## config.mk

```make
export PLATFORM = sky130hd
export DESIGN_NAME = bcd2bin_seq_flat
export DESIGN_NICKNAME = d
export VERILOG_FILES = /design/src/rtl/bcd2bin_if.sv /design/src/rtl/bcd2bin_seq.sv /design/src/flat_wrapper.sv
export SDC_FILE = /design/constraint.sdc
export NUM_CORES = 1
export LEC_CHECK = 0
export BUFFER_PORTS_ARGS = -buffer_cell sky130_fd_sc_hd__buf_2
export CORE_MARGIN = 5
export CORE_UTILIZATION = 54
export CTS_CLUSTER_SIZE = 12
export DETAILED_ROUTE_END_ITERATION = 16
export PLACE_DENSITY = 0.77
export SLEW_MARGIN = 20
export SYNTH_ARGS = -nofsm -noshare
export SYNTH_HDL_FRONTEND = slang
export SYNTH_SLANG_ARGS = --single-unit
```

## constraint.sdc

```tcl
create_clock -name clk -period 1.8 [get_ports clk]
set_input_delay 0 -clock clk [delete_from_list [all_inputs] [get_ports clk]]
set_output_delay 0 -clock clk [all_outputs]
set_load 0.005 [all_outputs]
```

## src/rtl/bcd2bin_if.sv

```systemverilog
// Handshake bundle between the BCD entry logic and the packed-BCD to
// binary converter. The entry side is the master: it drives the
// request and the operand. The converter is the slave: it returns the
// status and the result.
interface bcd2bin_if #(
    parameter int DIGITS = 2,
    parameter int BIN_W  = 7
);
    logic                  start;
    logic [4*DIGITS-1:0]   bcd_in;
    logic                  busy;
    logic                  done;
    logic [BIN_W-1:0]      bin_out;
    logic                  err;

    modport master (
        output start, bcd_in,
        input  busy, done, bin_out, err
    );

    modport slave (
        input  start, bcd_in,
        output busy, done, bin_out, err
    );
endinterface

```

## src/rtl/bcd2bin_seq.sv

```systemverilog
// Sequential packed-BCD to binary converter (reverse double-dabble).
// Each clock shifts the {bcd, bin} working register right by one bit.
// Then every BCD digit that reads 8 or more is reduced by 3. After
// BIN_W shifts, the bin field holds the binary value of the operand.
// Optional feature macro: BCD2BIN_DIGIT_CHECK_EN. When it is defined,
// err flags an operand that contains a digit above 9.
module bcd2bin_seq #(
    parameter int DIGITS = 2,
    parameter int BIN_W  = 7
) (
    input  logic      clk,
    input  logic      rst_n,
    bcd2bin_if.slave  bus
);
    localparam int BCD_W = 4 * DIGITS;
    localparam int REG_W = BCD_W + BIN_W;
    localparam int CNT_W = $clog2(BIN_W + 1);
    localparam logic [CNT_W-1:0] LAST_ITER = CNT_W'(BIN_W - 1);

    typedef enum logic [1:0] {
        ST_IDLE,
        ST_CONV,
        ST_DONE
    } state_t;

    state_t            state;
    state_t            state_nxt;
    logic [CNT_W-1:0]  iter_cnt;
    logic [REG_W-1:0]  work_reg;
    logic [REG_W-1:0]  work_nxt;
    logic [BIN_W-1:0]  bin_q;
    logic              accept;
    logic              last_iter;

    // State register; an asynchronous reset aborts any conversion in flight
    always_ff @(posedge clk or negedge rst_n) begin
        if (!rst_n) begin
            state <= ST_IDLE;
        end else begin
            state <= state_nxt;
        end
    end

    // Next-state and handshake outputs; start is only looked at in IDLE
    always_comb begin
        state_nxt = state;
        accept    = 1'b0;
        last_iter = 1'b0;
        bus.busy  = 1'b0;
        bus.done  = 1'b0;
        case (state)
            ST_IDLE: begin
                if (bus.start) begin
                    accept    = 1'b1;
                    state_nxt = ST_CONV;
                end
            end
            ST_CONV: begin
                bus.busy = 1'b1;
                if (iter_cnt == LAST_ITER) begin
                    last_iter = 1'b1;
                    state_nxt = ST_DONE;
                end
            end
            ST_DONE: begin
                bus.busy  = 1'b1;
                bus.done  = 1'b1;
                state_nxt = ST_IDLE;
            end
            default: begin
                state_nxt = ST_IDLE;
            end
        endcase
    end

    // One reverse double-dabble step: shift right, then correct digits >= 8
    always_comb begin
        work_nxt = work_reg >> 1;
        for (int d = 0; d < DIGITS; d++) begin
            if (work_nxt[BIN_W+4*d +: 4] >= 4'd8) begin
                work_nxt[BIN_W+4*d +: 4] = work_nxt[BIN_W+4*d +: 4] - 4'd3;
            end
        end
    end

    // Working register, iteration counter and the result register
    always_ff @(posedge clk or negedge rst_n) begin
        if (!rst_n) begin
            work_reg <= '0;
            iter_cnt <= '0;
            bin_q    <= '0;
        end else if (accept) begin
            work_reg <= {bus.bcd_in, {BIN_W{1'b0}}};
            iter_cnt <= '0;
        end else if (state == ST_CONV) begin
            work_reg <= work_nxt;
            iter_cnt <= iter_cnt + CNT_W'(1);
            if (last_iter) begin
                bin_q <= work_nxt[BIN_W-1:0];
            end
        end
    end

    assign bus.bin_out = bin_q;

`ifdef BCD2BIN_DIGIT_CHECK_EN
    logic err_q;
    logic digit_bad;

    // Flag any operand digit above 9 at the moment it is accepted
    always_comb begin
        digit_bad = 1'b0;
        for (int d = 0; d < DIGITS; d++) begin
            if (bus.bcd_in[4*d +: 4] > 4'd9) begin
                digit_bad = 1'b1;
            end
        end
    end

    // The error flag is held until the next accepted request
    always_ff @(posedge clk or negedge rst_n) begin
        if (!rst_n) begin
            err_q <= 1'b0;
        end else if (accept) begin
            err_q <= digit_bad;
        end
    end

    assign bus.err = err_q;
`else
    assign bus.err = 1'b0;
`endif

endmodule
```

## src/flat_wrapper.sv

```systemverilog
// flat-port wrapper written by rule: the top's interface ports become plain ports
module bcd2bin_seq_flat 
#(
    parameter int DIGITS = 2,
    parameter int BIN_W  = 7
)
  (clk, rst_n, bus_start, bus_bcd_in, bus_busy, bus_done, bus_bin_out, bus_err);
  bcd2bin_if #(.DIGITS(DIGITS), .BIN_W(BIN_W)) bus_i ();
  input  logic clk;
  input  logic rst_n;
  input wire logic [$bits(bus_i.start)-1:0] bus_start;
  input wire logic [$bits(bus_i.bcd_in)-1:0] bus_bcd_in;
  output wire logic [$bits(bus_i.busy)-1:0] bus_busy;
  output wire logic [$bits(bus_i.done)-1:0] bus_done;
  output wire logic [$bits(bus_i.bin_out)-1:0] bus_bin_out;
  output wire logic [$bits(bus_i.err)-1:0] bus_err;
  assign bus_i.start = bus_start;
  assign bus_i.bcd_in = bus_bcd_in;
  assign bus_busy = bus_i.busy;
  assign bus_done = bus_i.done;
  assign bus_bin_out = bus_i.bin_out;
  assign bus_err = bus_i.err;
  bcd2bin_seq #(.DIGITS(DIGITS), .BIN_W(BIN_W)) u_core (.clk(clk), .rst_n(rst_n), .bus(bus_i));
endmodule
```

==> out/results.ini <==
[place]
io_buffers=19
dp_slack_ns=0.320
place_congestion=0.728
hpwl_mm=1.45

[routing]
first_iter_violations=16
drcViolationCount=0
ant_nets=0
drt_first_pass_iters=4
vias=826
vias_per_cell=4.95
wl_per_cell_um=12.5
wl_mm=2.09

[cells_and_area]
final_common_cell=dfrtp_1
n_antenna_cell=0
num-nets-final=160
largest_reg_flops=14
fin_util_pct=67.6
drive_gt1_share_pct=26.6
fill_cells=179
final_cell_mix=26 x dfrtp_1, 19 x buf_2, 11 x mux2i_1
area_delta_synth_final_pct=18.1

[grt]
antenna_found_initial=0
grt_max_degree=27
grt.total_usage_pct=14.0
grt_pass1_wl_mm=3.79
grt_overflow=0
grt_pass1_vias=872

[synth]
yosys-top-cells-area=dfrtp_1 50%, ha_1 8.7%, mux2i_1 8.5%
yosys.area.top_type_share_pct=50.4
yosys.area.top_type=dfrtp_1
synth_seq_area_share_pct=50.4
ys_types=29
ys_ff_latch=26
netlist_instances=111
syn_avg_cell_area_um2=11.6
netlist_area_um2=1290
yosys_warnings=0
syn_nets=131

[cts]
cts_sinks=26
cts_buffer_depth=2
cts_root_buf=clkbuf_4
cts.clk_slew.worst_paths_ns=0.13
cts_buffers=3
clock_latency_ns=0.31
htreeDepth=1
post-cts-setup-buffers=0
cts_resized=0
cts_tree=built

[status]
status=finished clean

[timing]
period_share_pct=82.8
worst_pin_slew_ns=0.555
rsz0062_at_grt=no
period_minus_slack_ns=1.49
final_hold_viol_count=0
max-slew-margin-rel_pct=63.0
skew_ns=0.00205
setup-tns-final_ns=0
fin_ws_ns=0.309
slew_viol_final=0
fmax_mhz=671
setup_violations=0
holdWs_ns=0.0128

[hold_path]
worstHoldStart=bus_bcd_in[2]
hp-class=input port to register
hold_end=u_core.work_reg[9]
min_path_cells=4

[worst_setup_path]
r2r_slack_ns=0.31
startpoint_type=register
worst_ep_arrival_time_ns=1.70
r2r-start=u_core.state[1]
crit_fanout=9
end_kind=register
worst_ep_required_time_ns=2.01
timing.rr.end=u_core.state[1]
crit_type=register to register
reg2reg_depth=5

[floorplan]
start_util_pct=57.2
core_area_um2=2250
num_rows=17
die_x_um=58.9
fp.dieH_um=58.9
die_area_um2=3470
io_pins=21

[flow_run]
drv_cap=0

[power]
power.total_mw=2.25
p_per_area_nw_per_um2=1480
leakagePower_nw=0.795
max-vdd-ir-drop_mv=1.08

[cell type report]
| type | instances | area [µm²] | share of cell area, % |
|---|---|---|---|
| Multi-Input combinational cell | 73 | 566 | 37.1 |
| Timing Repair Buffer | 30 | 198 | 13.0 |
| Tap cell | 28 | 35.0 | 2.30 |
| Inverter | 6 | 22.5 | 1.48 |
| Clock buffer | 3 | 22.5 | 1.48 |
| Clock inverter | 1 | 30.0 | 1.97 |
| Sequential cell | 26 | 651 | 42.7 |
[how the worst max path moves through the flow]
stage | startpoint | to | slack (ns) | depth (start not counted)
3_5_place_dp | u_core.state[1] | u_core.state[1] | 0.32 | 5
2_1_floorplan | u_core.state[1] | u_core.state[0] | 0.44 | 5
3_3_place_gp | u_core.state[1] | u_core.bus.bin_out[4] | 0.36 | 4
4_1_cts | u_core.state[1] | u_core.state[1] | 0.30 | 5
5_1_grt | u_core.state[1] | u_core.work_reg[8] | 0.16 | 6
6_report | u_core.state[1] | u_core.state[1] | 0.31 | 5
[report_power, final]
group	total, mW	switching (mW)	internal [mW]
clock network	0.388	0.163	0.225
logic	0.913	0.457	0.457
registers	0.949	0.163	0.786
total	2.25	0.783	1.47
[stage by stage]
step | cells | area [µm²]
after floorplan | 111 | 1290
after global placement | 155 | 1390
after detailed placement | 155 | 1390
after CTS | 167 | 1520
after global routing | 167 | 1520
final | 167 | 1520
[repair_timing]
action / 4_1_cts / 5_1_grt
hold buffers: 8 / 0
setup endpoints to repair: 0 / 0
endpoints found under the hold margin: 33 / 0
[worst max-delay path: stages, from the launching register on]
cell and delay, ns:
dfrtp_1 0.39, inv_1 0.10, ha_1 0.23, buf_4 0.19
a21oi_2 0.15, mux2_2 0.34
[metal layers]
metal | wire length, µm | up-vias | track usage, %
li1 | - | 418 | -
met1 | 1020 | 395 | 18.6
met2 | 976 | 11 | 23.2
met3 | 76 | 2 | 2.85
met4 | 17 | 0 | 3.88
met5 | 0 | - | 0
[synthesized netlist by cell type (all sizes together)]
library cell,number
a211oi,1
a21o,1
a21oi,2
and2,1
and2b,1
and3,1
buf,6
conb,1
dfrtp,26
ha,9
inv,6
mux2,9
mux2i,11
nand2,9
nand3,1
nand4,1
nor2,10
nor2b,2
o21ai,6
o22ai,1
o31a,1
o31ai,1
xnor2,2
xor2,2
[kinds of logic after synthesis]
logic type      synth area share (%)
flops                           50.4
simple gates                    9.41
mux                             16.4
compound gates                  6.30
buf+inv                         5.72
fa+ha+maj                       8.73
xor+xnor                        2.72
other cells                    0.291
Power figures use the tool's default switching activity.
